**config.mk**
```make
export PLATFORM = sky130hd
export DESIGN_NAME = map_hit_decoder
export DESIGN_NICKNAME = d
export VERILOG_FILES = /design/src/rtl/map_hit_decoder.sv
export SDC_FILE = /design/constraint.sdc
export NUM_CORES = 1
export LEC_CHECK = 0
export ABC_AREA = 1
export BUFFER_PORTS_ARGS = -buffer_cell sky130_fd_sc_hd__buf_2
export CORE_MARGIN = 1.5
export CORE_UTILIZATION = 50
export CTS_CLUSTER_DIAMETER = 100
export DETAILED_ROUTE_END_ITERATION = 12
export GPL_TIMING_DRIVEN = 0
export MAX_ROUTING_LAYER = met4
export PLACE_DENSITY = 0.72
export SLEW_MARGIN = 20
export SYNTH_ARGS = -nofsm -noshare
export SYNTH_HDL_FRONTEND = slang
export SYNTH_SLANG_ARGS = --single-unit
```
**constraint.sdc**
```tcl
create_clock -name clk -period 2.9 [get_ports clk]
set_input_delay 0.145 -clock clk [delete_from_list [all_inputs] [get_ports clk]]
set_output_delay 0.145 -clock clk [all_outputs]
set_load 0.05 [all_outputs]
```
**src/rtl/map_hit_decoder.sv**
```systemverilog
// map_hit_decoder: turns a screen pixel into a "solid brick?" answer.
// The pixel is first rebased to the map origin, then split into a tile
// column/row and an in-tile offset by repeated subtraction of the tile pitch.
// The tile column/row addresses the external map ROM, and the offset selects
// a bit of the fixed brick pattern drawn inside every tile.
module map_hit_decoder #(
  parameter int X_ORIGIN = 21,
  parameter int Y_ORIGIN = 1,
  parameter int TILE     = 9,
  parameter int GRID     = 16
) (
  input  logic       clk,
  input  logic       resetn,
  input  logic       req,
  input  logic [7:0] qx,
  input  logic [6:0] qy,
  output logic [7:0] map_addr,
  input  logic       map_bit,
  output logic       busy,
  output logic       done,
  output logic       hit,
  output logic       tile_hit,
  output logic       oob,
  output logic [3:0] tile_col,
  output logic [3:0] tile_row,
  output logic [1:0] dbg_state
);

  // Handshake: req is looked at only while the block is idle (busy=0). A req
  // seen in IDLE starts exactly one query; req while busy is dropped, not
  // queued. done pulses for one cycle when the result outputs become valid,
  // and the results then hold until the next accepted req.

  // Screen-space limits of the tiled area, sized to the comparison operands.
  localparam logic [8:0] X_LO  = 9'(X_ORIGIN);
  localparam logic [8:0] X_HI  = 9'(X_ORIGIN + TILE * GRID - 1);
  localparam logic [7:0] Y_LO  = 8'(Y_ORIGIN);
  localparam logic [7:0] Y_HI  = 8'(Y_ORIGIN + TILE * GRID - 1);
  localparam logic [8:0] X_STEP = 9'(TILE);
  localparam logic [7:0] Y_STEP = 8'(TILE);

  typedef enum logic [1:0] {
    S_IDLE   = 2'd0,
    S_DIV    = 2'd1,
    S_LOOKUP = 2'd2,
    S_DONE   = 2'd3
  } state_t;

  state_t     state;
  logic [8:0] xr;
  logic [7:0] yr;
  logic [3:0] col;
  logic [3:0] row;

  logic [8:0] qx_ext;
  logic [7:0] qy_ext;
  logic       query_oob;
  logic       x_more;
  logic       y_more;
  logic       brick;

  // Brick pattern inside one tile: three double-rows of bricks separated by
  // mortar rows, with the vertical joint shifted on every double-row.
  function automatic logic brick_at(input logic [3:0] px, input logic [3:0] py);
    logic b;
    b = 1'b0;
    case (py)
      4'd0, 4'd8: b = (px != 4'd1);
      4'd2, 4'd3: b = (px != 4'd4);
      4'd5, 4'd6: b = (px != 4'd7);
      default:    b = 1'b0;
    endcase
    return b;
  endfunction

  // Bounds test runs on the raw request coordinates so that negative
  // rebased values never reach the divider.
  always_comb begin
    qx_ext    = {1'b0, qx};
    qy_ext    = {1'b0, qy};
    query_oob = (qx_ext < X_LO) || (qx_ext > X_HI) ||
                (qy_ext < Y_LO) || (qy_ext > Y_HI);
    x_more    = (xr >= X_STEP);
    y_more    = (yr >= Y_STEP);
    brick     = brick_at(xr[3:0], yr[3:0]);
  end

  // Query sequencer: accept, divide both axes in parallel, read ROM, report.
  always_ff @(posedge clk or negedge resetn) begin
    if (!resetn) begin
      state    <= S_IDLE;
      xr       <= '0;
      yr       <= '0;
      col      <= '0;
      row      <= '0;
      busy     <= 1'b0;
      done     <= 1'b0;
      hit      <= 1'b0;
      tile_hit <= 1'b0;
      oob      <= 1'b0;
    end else begin
      case (state)
        S_IDLE: begin
          done <= 1'b0;
          if (req) begin
            xr       <= qx_ext - X_LO;
            yr       <= qy_ext - Y_LO;
            col      <= '0;
            row      <= '0;
            tile_hit <= 1'b0;
            busy     <= 1'b1;
            if (query_oob) begin
              // Anything off the map counts as solid so movers stop at the edge.
              oob   <= 1'b1;
              hit   <= 1'b1;
              done  <= 1'b1;
              state <= S_DONE;
            end else begin
              oob   <= 1'b0;
              hit   <= 1'b0;
              state <= S_DIV;
            end
          end
        end
        S_DIV: begin
          if (x_more || y_more) begin
            if (x_more) begin
              xr  <= xr - X_STEP;
              col <= col + 4'd1;
            end
            if (y_more) begin
              yr  <= yr - Y_STEP;
              row <= row + 4'd1;
            end
          end else begin
            state <= S_LOOKUP;
          end
        end
        S_LOOKUP: begin
          tile_hit <= map_bit;
          hit      <= map_bit & brick;
          done     <= 1'b1;
          state    <= S_DONE;
        end
        S_DONE: begin
          done  <= 1'b0;
          busy  <= 1'b0;
          state <= S_IDLE;
        end
        default: begin
          done  <= 1'b0;
          busy  <= 1'b0;
          state <= S_IDLE;
        end
      endcase
    end
  end

  // The ROM address follows the quotient registers; it is only meaningful
  // once the divide has finished, i.e. in LOOKUP.
  assign map_addr  = {col, row};
  assign tile_col  = col;
  assign tile_row  = row;
  assign dbg_state = state;

endmodule

```
# After elaboration in Yosys (flattened, before gate mapping)
# Index checks and enable logic that the tools add are counted.
# word_totals
register_bits	32
input_bits	19
out_inout_bits	23
elab_cells	87
# classes
addsub	6
magnitude_cmp	6
n_eq_ne	16
n_mux	29
bitwise	1
reduce_logical	19
# op_table
operator	count
2-to-1 mux 9 bit	3
2-to-1 mux 8 bit	3
2-to-1 mux 4 bit	5
one-hot mux 9 bit (2 select lines)	1
one-hot mux 4 bit (2 select lines)	2
one-hot mux 8 bit (2 select lines)	1
!= test 2 bit (second input constant)	5
greater-or-equal comparator 9 x 4 -> 1 bit (second input constant)	1
subtractor 8 x 5 -> 9 bit (second input constant)	1
subtractor 9 x 4 -> 9 bit (second input constant)	1
adder 4 x 1 -> 4 bit (second input constant)	2
equality test 4 x 2 -> 1 bit (second input constant)	2
equality test 4 x 3 -> 1 bit (second input constant)	2
greater-or-equal comparator 8 x 4 -> 1 bit (second input constant)	1
> comparator 7 x 8 -> 1 bit (second input constant)	1
> comparator 8 bit (second input constant)	1
< comparator 8 x 5 -> 1 bit (second input constant)	1
!= test 4 x 3 -> 1 bit (second input constant)	2
one-hot mux 2 bit (4 select lines)	1
AND reduction 2 bit	4
AND reduction 4 bit	2
subtractor 7 x 1 -> 8 bit (second input constant)	1
subtractor 8 x 4 -> 8 bit (second input constant)	1
< comparator 7 x 1 -> 1 bit (second input constant)	1
15 further kinds	32

# Logic depth before layout (Yosys ltp)
# Gate-level depths: netlist (run 1).
# depth
depth_word	7
depth_mapped	13
ltp_nobuf	13

# Worst setup path before layout (run 1)
# No wires, ideal clock.
# synth_timing
path_type	register -> register
startpoint	register state[1] (netlist: dbg_state[1])
endpoint	register yr[1]
setup_ns	0.129
arrival_ns	1.877
t_required_ns	2.771
slack_ns	0.895
stages_incl_launch_ff	9
period_less_slack_ns	2.005
path_cell_list	dfrtp_1 > inv_1 > ha_1 > buf_2 > inv_1 > clkbuf_1 > nor2_1 > o21ai_0 > o21ai_0
# synth_between
elab_chain_len	3
elab_cells_between_ends	8
classes_between	eq/ne (4); mux (1); reduce/logical (3)
# synth_lines
item	line_no	text
start, declared	49	state_t state;
start signal, assigned	91	state <= S_IDLE;
start signal, assigned	117	state <= S_DONE;
start signal, assigned	121	state <= S_DIV;
equality test 2 x 1 -> 1 bit or logical NOT 2 bit (tied branches)	102	case (state)
!= test 2 bit (no line) or nonzero test 2 bit (tied branches)	n/a	
AND reduction 4 bit (no line)	n/a	
end signal, assigned	107	yr <= qy_ext - Y_LO;
end signal, assigned	132	yr <= yr - Y_STEP;
end, declared	51	logic [7:0] yr;
# Parallel ways exist; a longest one is shown, timed or not.
# A chain may end at the register's enable or synchronous reset.

# Final worst setup path (run 1)
# Same ends and word-level chain as after synthesis.

==> flow_summary.toml, run 1 <==
[finish]
drive_gt1_share_pct = 17.23
diodes = 0
final_cell_mix = "nand2_1 (132), inv_1 (46), buf_2 (43)"
finish.utilization_pct = 62.06
syn2layout_area_growth_pct = 16.47
layout_commonest_cell = "nand2_1"
nets = 476

[sta]
hold_viol = 0
fin_tns_setup_ps = 0
drv_slew = 0
max-slew-margin-rel_pct = 51.81
hold_ws_ps = 107.9
clock_skew_ps = 5.008
rsz0062_at_grt = "false"
period_needed_ps = 2138
setup_viol = 0
tightest_slew_ps = 722.9
fmax_mhz = 467.7
period_share_pct = 73.73
timing.final.ws_setup_ps = 761.7

[route]
via_count = 2499
wirelength_um = 5861
drt-initial-drc-count = 204
viasPerCell = 4.919
drc = 0
first_pass_iters = 4
antenna_left = 0
routedWlPerCell_um = 11.54

[grt]
antenna_found_initial = 0
gr-total-overflow = 0
grt_pass1_vias = 2216
grt_pass1_wl_um = 9653
grt_max_degree = 33
grt.total_usage_pct = 23.57

[clock_network]
clkTransAtPathRegs_ps = 70
root_buffer = "clkbuf_8"
cts_hold_buf = 1
cts_buffers = 5
clock-sinks = 32
cts_resized = 0
cts_tree = "built"
htreeDepth = 2
insertion_delay_ps = 290
cts_buffer_depth = 2
post_cts_buffers = 0

[placement]
dp_slack_ps = 784.6
gp_congestion = 0.8698
port_buffers = 41
hpwl_um = 4365

[synthesis]
synth_warnings = 0
synth_seq_cells = 32
seq_area_frac_synth_pct = 30.99
mappedNetlistNets = 427
synthesis.area_um2 = 2584
syn_inst = 391
synth_area_per_cell_um2 = 6.608
yosysUniqueCellTypes = 30

[floorplanning]
die_h_um = 74.89
start_util_pct = 53.29
dieArea_um2 = 5608
die_w_um = 74.89
core_um2 = 4848
row_count = 25
ios = 42

[worst_setup_path]
critical_path_class = "reg2reg"
crit_required_ps = 3070
cp.arrival_ps = 2310
end_kind = "register"
slowest_delay_ps = 500
cp-startpoint = "dbg_state[1]$_DFFE_PN0P_"
critPathSlowestCell = "clkbuf_1"
path_cells = "inv_1 > ha_1 > buf_2 > inv_1 > clkbuf_1 > nor2_1 > o21ai_0 > o21ai_0"
crit_family = "buffers and inverters"
worst-path-buf-inv = 4
cp-start-kind = "register"
r2r-start = "dbg_state[1]$_DFFE_PN0P_"
cp_max_fo = 10

[status]
status = "finished clean"

[pwr]
pwr-share-seq_pct = 23.6
p_leak_nw = 1.716
p_comb_share_pct = 62.5
power.switching_mw = 1.819
vdd_drop_max_uv = 736.9
finalPower_mw = 3.435
power.density_nw_per_um2 = 1141
p_sw_share_pct = 52.96
internal_power_mw = 1.616
clockPowerShare_pct = 13.9

[worst_hold_path]
hp-class = "in2reg"
worstHoldStart = "map_bit"

[job]
drv_cap = 0
synth_stat cells, drive strengths merged:
library cell	number	area share, %
mux2i	1	0.39
xor2	7	2.4
clkbuf	2	0.29
nand4	3	0.73
a21oi	10	2.5
o21bai	1	0.29
buf	15	4.2
nand3	43	8.7
nand3b	1	0.29
a31oi	3	0.73
dfrtp	32	31
inv	48	7.0
ha	17	8.2
nand2	136	20
nor2	37	6.1
xnor2	1	0.34
o21ai	33	6.4
nor3	1	0.19
routing by layer:
metal | wire length, µm | GRT usage, % | share of wire [%]
met1 | 2777 | 29.06 | 47
met2 | 2702 | 38.25 | 46
met4 | 84 | 7.677 | 1.4
met3 | 297 | 5.355 | 5.1
met5 | 0 | - | 0
path summary, 6_finish.rpt:
path | slack [ps] | endpoint | cells after the start
max | 760 | yr[1]$_DFFE_PN0P_ | 8
min | 110 | tile_hit$_DFFE_PN0P_ | 3
max reg2reg | 760 | yr[1]$_DFFE_PN0P_ | 8
min reg2reg | 470 | tile_hit$_DFFE_PN0P_ | 2
max in group asynchronous | 1990 | hit$_DFFE_PN0P_ | 2
min in group asynchronous | 450 | tile_row[3]$_DFFE_PN0P_ | 2
power groups by stage:
stage          Combinational [mW]  Sequential (mW)  Clock, mW
6_report                     2.15            0.810      0.478
5_1_grt                      2.43            0.838      0.508
4_1_cts                      2.15            0.808      0.487
3_5_place_dp                 2.13            0.815          0
3_3_place_gp                 2.11            0.807          0
2_1_floorplan                1.46             1.01          0
sequential cells by signal (all words and copies together), names as in the netlist:
register and cells:
tile_row 4, tile_hit 1, oob 1, hit 1
dbg_state 2, tile_col 4, xr 9, yr 8
done 1, busy 1
worst reg2reg max path, stage by stage, from the launching register on:
cell	delay [ps]
dfrtp_1	420
inv_1	120
ha_1	190
buf_2	190
inv_1	270
clkbuf_1	500
nor2_1	70
o21ai_0	160
o21ai_0	110
layout make-up:
| type | instances | area [µm²] |
|---|---|---|
| tap | 67 | 83.83 |
| buffer | 17 | 115.1 |
| clock inverter | 1 | 30.03 |
| fill | 483 | 1839 |
| clock buffer | 7 | 96.34 |
| multi-input combinational | 294 | 1488 |
| sequential | 32 | 800.8 |
| timing repair buffer | 42 | 215.2 |
| inverter | 48 | 180.2 |
logic make-up (layout without fill, tap and decap cells):
family	Yosys count	after routing	share of synthesized area, %
compound gates	47	47	9.928
xor+xnor	8	8	2.712
fa+ha+maj	17	17	8.232
buf+inv	65	115	11.43
flops	32	32	30.99
mux	1	1	0.3874
simple gates	221	221	36.32
per-stage QoR:
step,area (µm²),instances
after floorplan,2584,391
after global placement,2873,499
after detailed placement,2873,499
after CTS,3009,508
after global routing,3009,508
final,3009,508
(Power assumes the default switching activity.)
==> run 2: changes to the inputs <==
- PLACE_DENSITY: 0.72 -> 0.75
- clock period: 2.9 -> 1.8 ns (I/O delays scaled with it)
==> run 2 against run 1 <==
Clock skew fell by 1.7 ps. Final cell count is 2.4% higher. Critical endpoint is now xr[3]$_DFFE_PN0P_. Non-clock buffer count increased by 12. Total power increased by 74%.
==> flow_summary.toml, run 2 (synthesis gave the netlist of run 1 again) <==
[pwr]
p_leak_nw = 1.774
vdd_drop_max_uv = 1030
clockPowerShare_pct = 11.6
power.switching_mw = 3.137
p_sw_share_pct = 52.47
power.density_nw_per_um2 = 1889
internal_power_mw = 2.841
pwr-share-seq_pct = 22.1
p_comb_share_pct = 66.3

[sta]
clock_skew_ps = 3.281
setup_viol = 0
period_needed_ps = 1736
max-slew-margin-rel_pct = 49.06
timing.final.ws_setup_ps = 63.94
fmax_mhz = 576.0
hold_viol = 0
tightest_slew_ps = 764.2
period_share_pct = 96.45
drv_slew = 0

[placement]
port_buffers = 41
dp_slack_ps = -113.9
hpwl_um = 4412
gp_congestion = 0.8613

[worst_setup_path]
cp-start-kind = "register"
cp_max_fo = 10
critical_path_class = "reg2reg"
crit_required_ps = 1980
cp.arrival_ps = 1920
end_kind = "register"

[clock_network]
cts_buffer_depth = 2
cts_buffers = 5
cts_tree = "built"
clock-sinks = 32
root_buffer = "clkbuf_8"
clkTransAtPathRegs_ps = 70
insertion_delay_ps = 290
htreeDepth = 2

[route]
first_pass_iters = 4
routedWlPerCell_um = 11.93
drt-initial-drc-count = 190
viasPerCell = 5.065
wirelength_um = 6203
antenna_left = 0
via_count = 2634
drc = 0

[finish]
largest-register = "xr"
largest_reg_flops = 9
nets = 488
finish.utilization_pct = 65.29
syn2layout_area_growth_pct = 22.52
largestRegisters = "xr (9), yr (8)"
final_cell_mix = "nand2_1 (130), buf_2 (42), nand3_1 (41)"
drive_gt1_share_pct = 23.62
layout_commonest_cell = "nand2_1"
diodes = 0

[status]
status = "finished clean"

[grt]
grt_use_met1_pct = 31.35
grt_pass1_wl_um = 9984
top_usage_layer = "met2"
grt.total_usage_pct = 23.99
grt_max_degree = 33
met3_usage_pct = 4.150
antenna_found_initial = 0
met2_usage_pct = 38.05
grt_pass1_vias = 2294
gr-total-overflow = 0

[job]
drv_cap = 0

[floorplanning]
die_h_um = 74.89
start_util_pct = 53.29
ios = 42
dieArea_um2 = 5608
core_um2 = 4848
row_count = 25
die_w_um = 74.89

[worst_hold_path]
hp-class = "in2reg"
[run 2: layout make-up]
| cell class | instances | area, µm² |
|---|---|---|
| multi-input combinational | 294 | 1540 |
| fill | 434 | 1683 |
| inverter | 48 | 183.9 |
| sequential | 32 | 803.3 |
| clock buffer | 6 | 72.57 |
| clock inverter | 2 | 35.03 |
| buffer | 17 | 141.4 |
| tap | 67 | 83.83 |
| timing repair buffer | 54 | 305.3 |
[run 2: worst paths after layout]
path / start / end / slack, ps / depth (start not counted)
setup reg to reg: yr[1]$_DFFE_PN0P_ / xr[3]$_DFFE_PN0P_ / 60 / 12
min in group asynchronous: resetn / tile_row[2]$_DFFE_PN0P_ / 420 / 2
hold reg to reg: tile_hit$_DFFE_PN0P_ / tile_hit$_DFFE_PN0P_ / 470 / 2
setup / recovery: yr[1]$_DFFE_PN0P_ / xr[3]$_DFFE_PN0P_ / 60 / 12
hold / removal: map_bit / tile_hit$_DFFE_PN0P_ / 50 / 3
max in group asynchronous: resetn / dbg_state[1]$_DFFE_PN0P_ / 840 / 2
[run 2: metrics by stage]
step                      TNS [ps]  hold slack, ps  std cells  cell area (µm²)  total power [mW]
after floorplan                  0          -205.6        391             2587             3.987
after global placement       -1574           198.7        499             2877             4.699
after detailed placement     -2029           201.9        499             2877             4.764
after CTS                        0           54.75        513             3048             5.625
after global routing        -22.45           85.50        520             3166             6.511
final                            0           54.23        520             3166             5.979
[run 2: timing repair]
item	CTS	global route
setup buffers	5	7
hold buffers	1	0
endpoints found under the setup margin	26	26
hold endpoints to repair	32	0
pin swaps	1	4
resized for setup	9	20
[run 2: per-layer routing]
layer,part of all wire (%),routed length (µm)
met5,0,0
met1,48,2951
met3,4.0,250
met4,1.7,104
met2,47,2896
[run 2: power groups by stage]
stage	logic, mW	clock network [mW]	registers, mW
after floorplan	2.35	0	1.64
after global placement	3.39	0	1.31
after detailed placement	3.44	0	1.32
after CTS	3.61	0.702	1.31
after global routing	4.41	0.741	1.36
final	3.96	0.696	1.32
[run 2: worst max-delay path, cell delays in order, from the launching register on]
cell,delay (ps)
dfrtp_1,410
inv_2,110
ha_1,200
nand3_1,110
nand2_1,140
nor2_2,60
nand3_2,90
nand2_2,80
nand2_4,100
nand2_4,60
buf_8,150
nand2_1,70
nand2_1,50
==> run 3: changes to the inputs <==
- CELL_PAD_IN_SITES_DETAIL_PLACEMENT: not set -> 1
- CELL_PAD_IN_SITES_GLOBAL_PLACEMENT: not set -> 1
- CORE_UTILIZATION: 50 -> 36
- PLACE_DENSITY: 0.75 -> not set
- PLACE_DENSITY_LB_ADDON: not set -> 0.1
==> run 3 against run 2 <==
Total power rose by 4.7%. Final cell count rose by 6.0%. First-iteration DRC count fell by 46%. Worst setup slack got worse by 1.0 ps. Core utilization fell by 18 points. Sequential share of layout area fell by 0.71 points. Sequential power barely moved. Clock-buffer cell count rose by 1. Global-route usage fell by 2.0 points. Die area rose by 37%. Routed wire length rose by 24%. Highest routed layer unchanged.
==> flow_summary.toml, run 3 (synthesis gave the netlist of run 1 again) <==
[placement]
gp_congestion = 0.8244
hpwl_um = 5563
dp_slack_ps = -238.3
dp.cells = 528
postPlaceCellArea_um2 = 2913
port_buffers = 41

[route]
wirelength_um = 7722
routedWlPerCell_um = 14.01
viasPerCell = 4.860
drt-initial-drc-count = 103
drc = 0
antenna_left = 0
via_count = 2678
first_pass_iters = 4

[worst_setup_path]
critPathSlowestCell = "dfrtp_1"
cp_max_fo = 10
crit_required_ps = 1980
r2r_end = "xr[8]$_DFFE_PN0P_"
path_cells = "inv_2 > ha_4 > nand2_1 > nand2_2 > nand2_2 > nor2_2 > nand3_2 > nand2_4 > nand2_4 > buf_6 > nand3_1 > nand2_1"
r2r-start = "yr[1]$_DFFE_PN0P_"
reg2reg_depth = 12
slowest_delay_ps = 390
crit_family = "simple AND/OR/NAND/NOR gates"
cp.arrival_ps = 1920
cp-start-kind = "register"
end_kind = "register"
worst-path-buf-inv = 2
rrSetupSlack_ps = 60
critical_path_class = "reg2reg"

[sta]
clock_skew_ps = 5.259
setup_viol = 0
period_share_pct = 96.50
fin_tns_setup_ps = 0
hold_ws_ps = 59.40
tightest_slew_ps = 793.7
drv_slew = 0
hold_viol = 0
max-slew-margin-rel_pct = 47.09
period_needed_ps = 1737
fmax_mhz = 575.7
timing.final.ws_setup_ps = 62.94

[pwr]
p_comb_share_pct = 66.6
power.density_nw_per_um2 = 1922
pwr-share-seq_pct = 21.0
internal_power_mw = 2.968
finalPower_mw = 6.260
p_leak_nw = 1.798
vdd_drop_max_uv = 698.4
power.switching_mw = 3.292
p_sw_share_pct = 52.59
clockPowerShare_pct = 12.4

[finish]
largest-register = "xr"
design_area_um2 = 3257
finish.utilization_pct = 47.41
final_cell_mix = "nand2_1 (128), buf_2 (42), inv_1 (41), nand3_1 (41), nor2_1 (31)"
largestRegisters = "xr (9), yr (8)"
nets = 490
drive_gt1_share_pct = 24.62
diodes = 0
finalNonFillerCells = 551
largest_reg_flops = 9
layout_commonest_cell = "nand2_1"
fillers = 914
syn2layout_area_growth_pct = 26.05

[job]
drv_cap = 0

[clock_network]
htreeDepth = 2
cts_buffer_depth = 2
root_buffer = "clkbuf_8"
cts_buffers = 5
clock-sinks = 32
clkTransAtPathRegs_ps = 70
cts_tree = "built"
insertion_delay_ps = 290

[worst_hold_path]
hp-class = "in2reg"
whs_endpoint = "tile_hit$_DFFE_PN0P_"
whs_path_depth = 3
worstHoldStart = "map_bit"

[floorplanning]
start_util_pct = 37.61
row_count = 30
die_h_um = 87.72
core_um2 = 6869
dieArea_um2 = 7694
ios = 42
die_w_um = 87.72

[status]
status = "finished clean"

[grt]
grt.total_usage_pct = 21.97
gr-total-overflow = 0
grt_max_degree = 33
grt_pass1_wl_um = 12790
grt_pass1_vias = 2689
antenna_found_initial = 0
[run 3: worst max path at each step]
stage / from / endpoint / cells after the start
final: yr[1]$_DFFE_PN0P_ / xr[8]$_DFFE_PN0P_ / 12
after global routing: yr[1]$_DFFE_PN0P_ / xr[6]$_DFFE_PN0P_ / 13
after CTS: yr[1]$_DFFE_PN0P_ / xr[5]$_DFFE_PN0P_ / 13
after detailed placement: dbg_state[0]$_DFFE_PN0P_ / yr[5]$_DFFE_PN0P_ / 7
after global placement: dbg_state[0]$_DFFE_PN0P_ / yr[5]$_DFFE_PN0P_ / 7
after floorplan: dbg_state[1]$_DFFE_PN0P_ / yr[1]$_DFFE_PN0P_ / 8
[run 3: worst min-delay path: stages]
cell and delay (ps):
buf_2 90, nand3_1 70, nand2_1 70
[run 3: final cells by class]
cell class,instances,area [µm²],area share (%)
buffer,17,145.1,4.456
clock buffer,7,96.34,2.958
clock inverter,1,30.03,0.9220
inverter,48,183.9,5.647
multi-input combinational,294,1558,47.83
sequential,32,803.3,24.66
tap,96,120.1,3.688
timing repair buffer,56,320.3,9.835
[run 3: what timing repair did]
item | CTS | global route
endpoints found under the setup margin | 27 | 26
resized for setup | 17 | 17
pin swaps | 1 | 4
hold endpoints to repair | 32 | 0
hold buffers | 1 | 0
buffers inserted | 6 | 8
[run 3: per-layer routing]
metal | GRT usage, % | share of wire (%) | wire length (µm) | vias up
met1 | 28.14 | 47 | 3604 | 1278
met3 | 2.828 | 2.9 | 224 | 4
met4 | 3.463 | 0.62 | 48 | 0
met2 | 37.54 | 50 | 3844 | 43
met5 | - | 0 | 0 | -
li1 | - | - | - | 1353
[run 3: power by group through the flow]
stage / clock network [mW] / logic, mW / registers [mW]
after floorplan: 0 / 2.35 / 1.64
after global placement: 0 / 3.53 / 1.31
after detailed placement: 0 / 3.62 / 1.33
after CTS: 0.794 / 3.89 / 1.32
after global routing: 0.825 / 4.68 / 1.36
final: 0.776 / 4.17 / 1.32
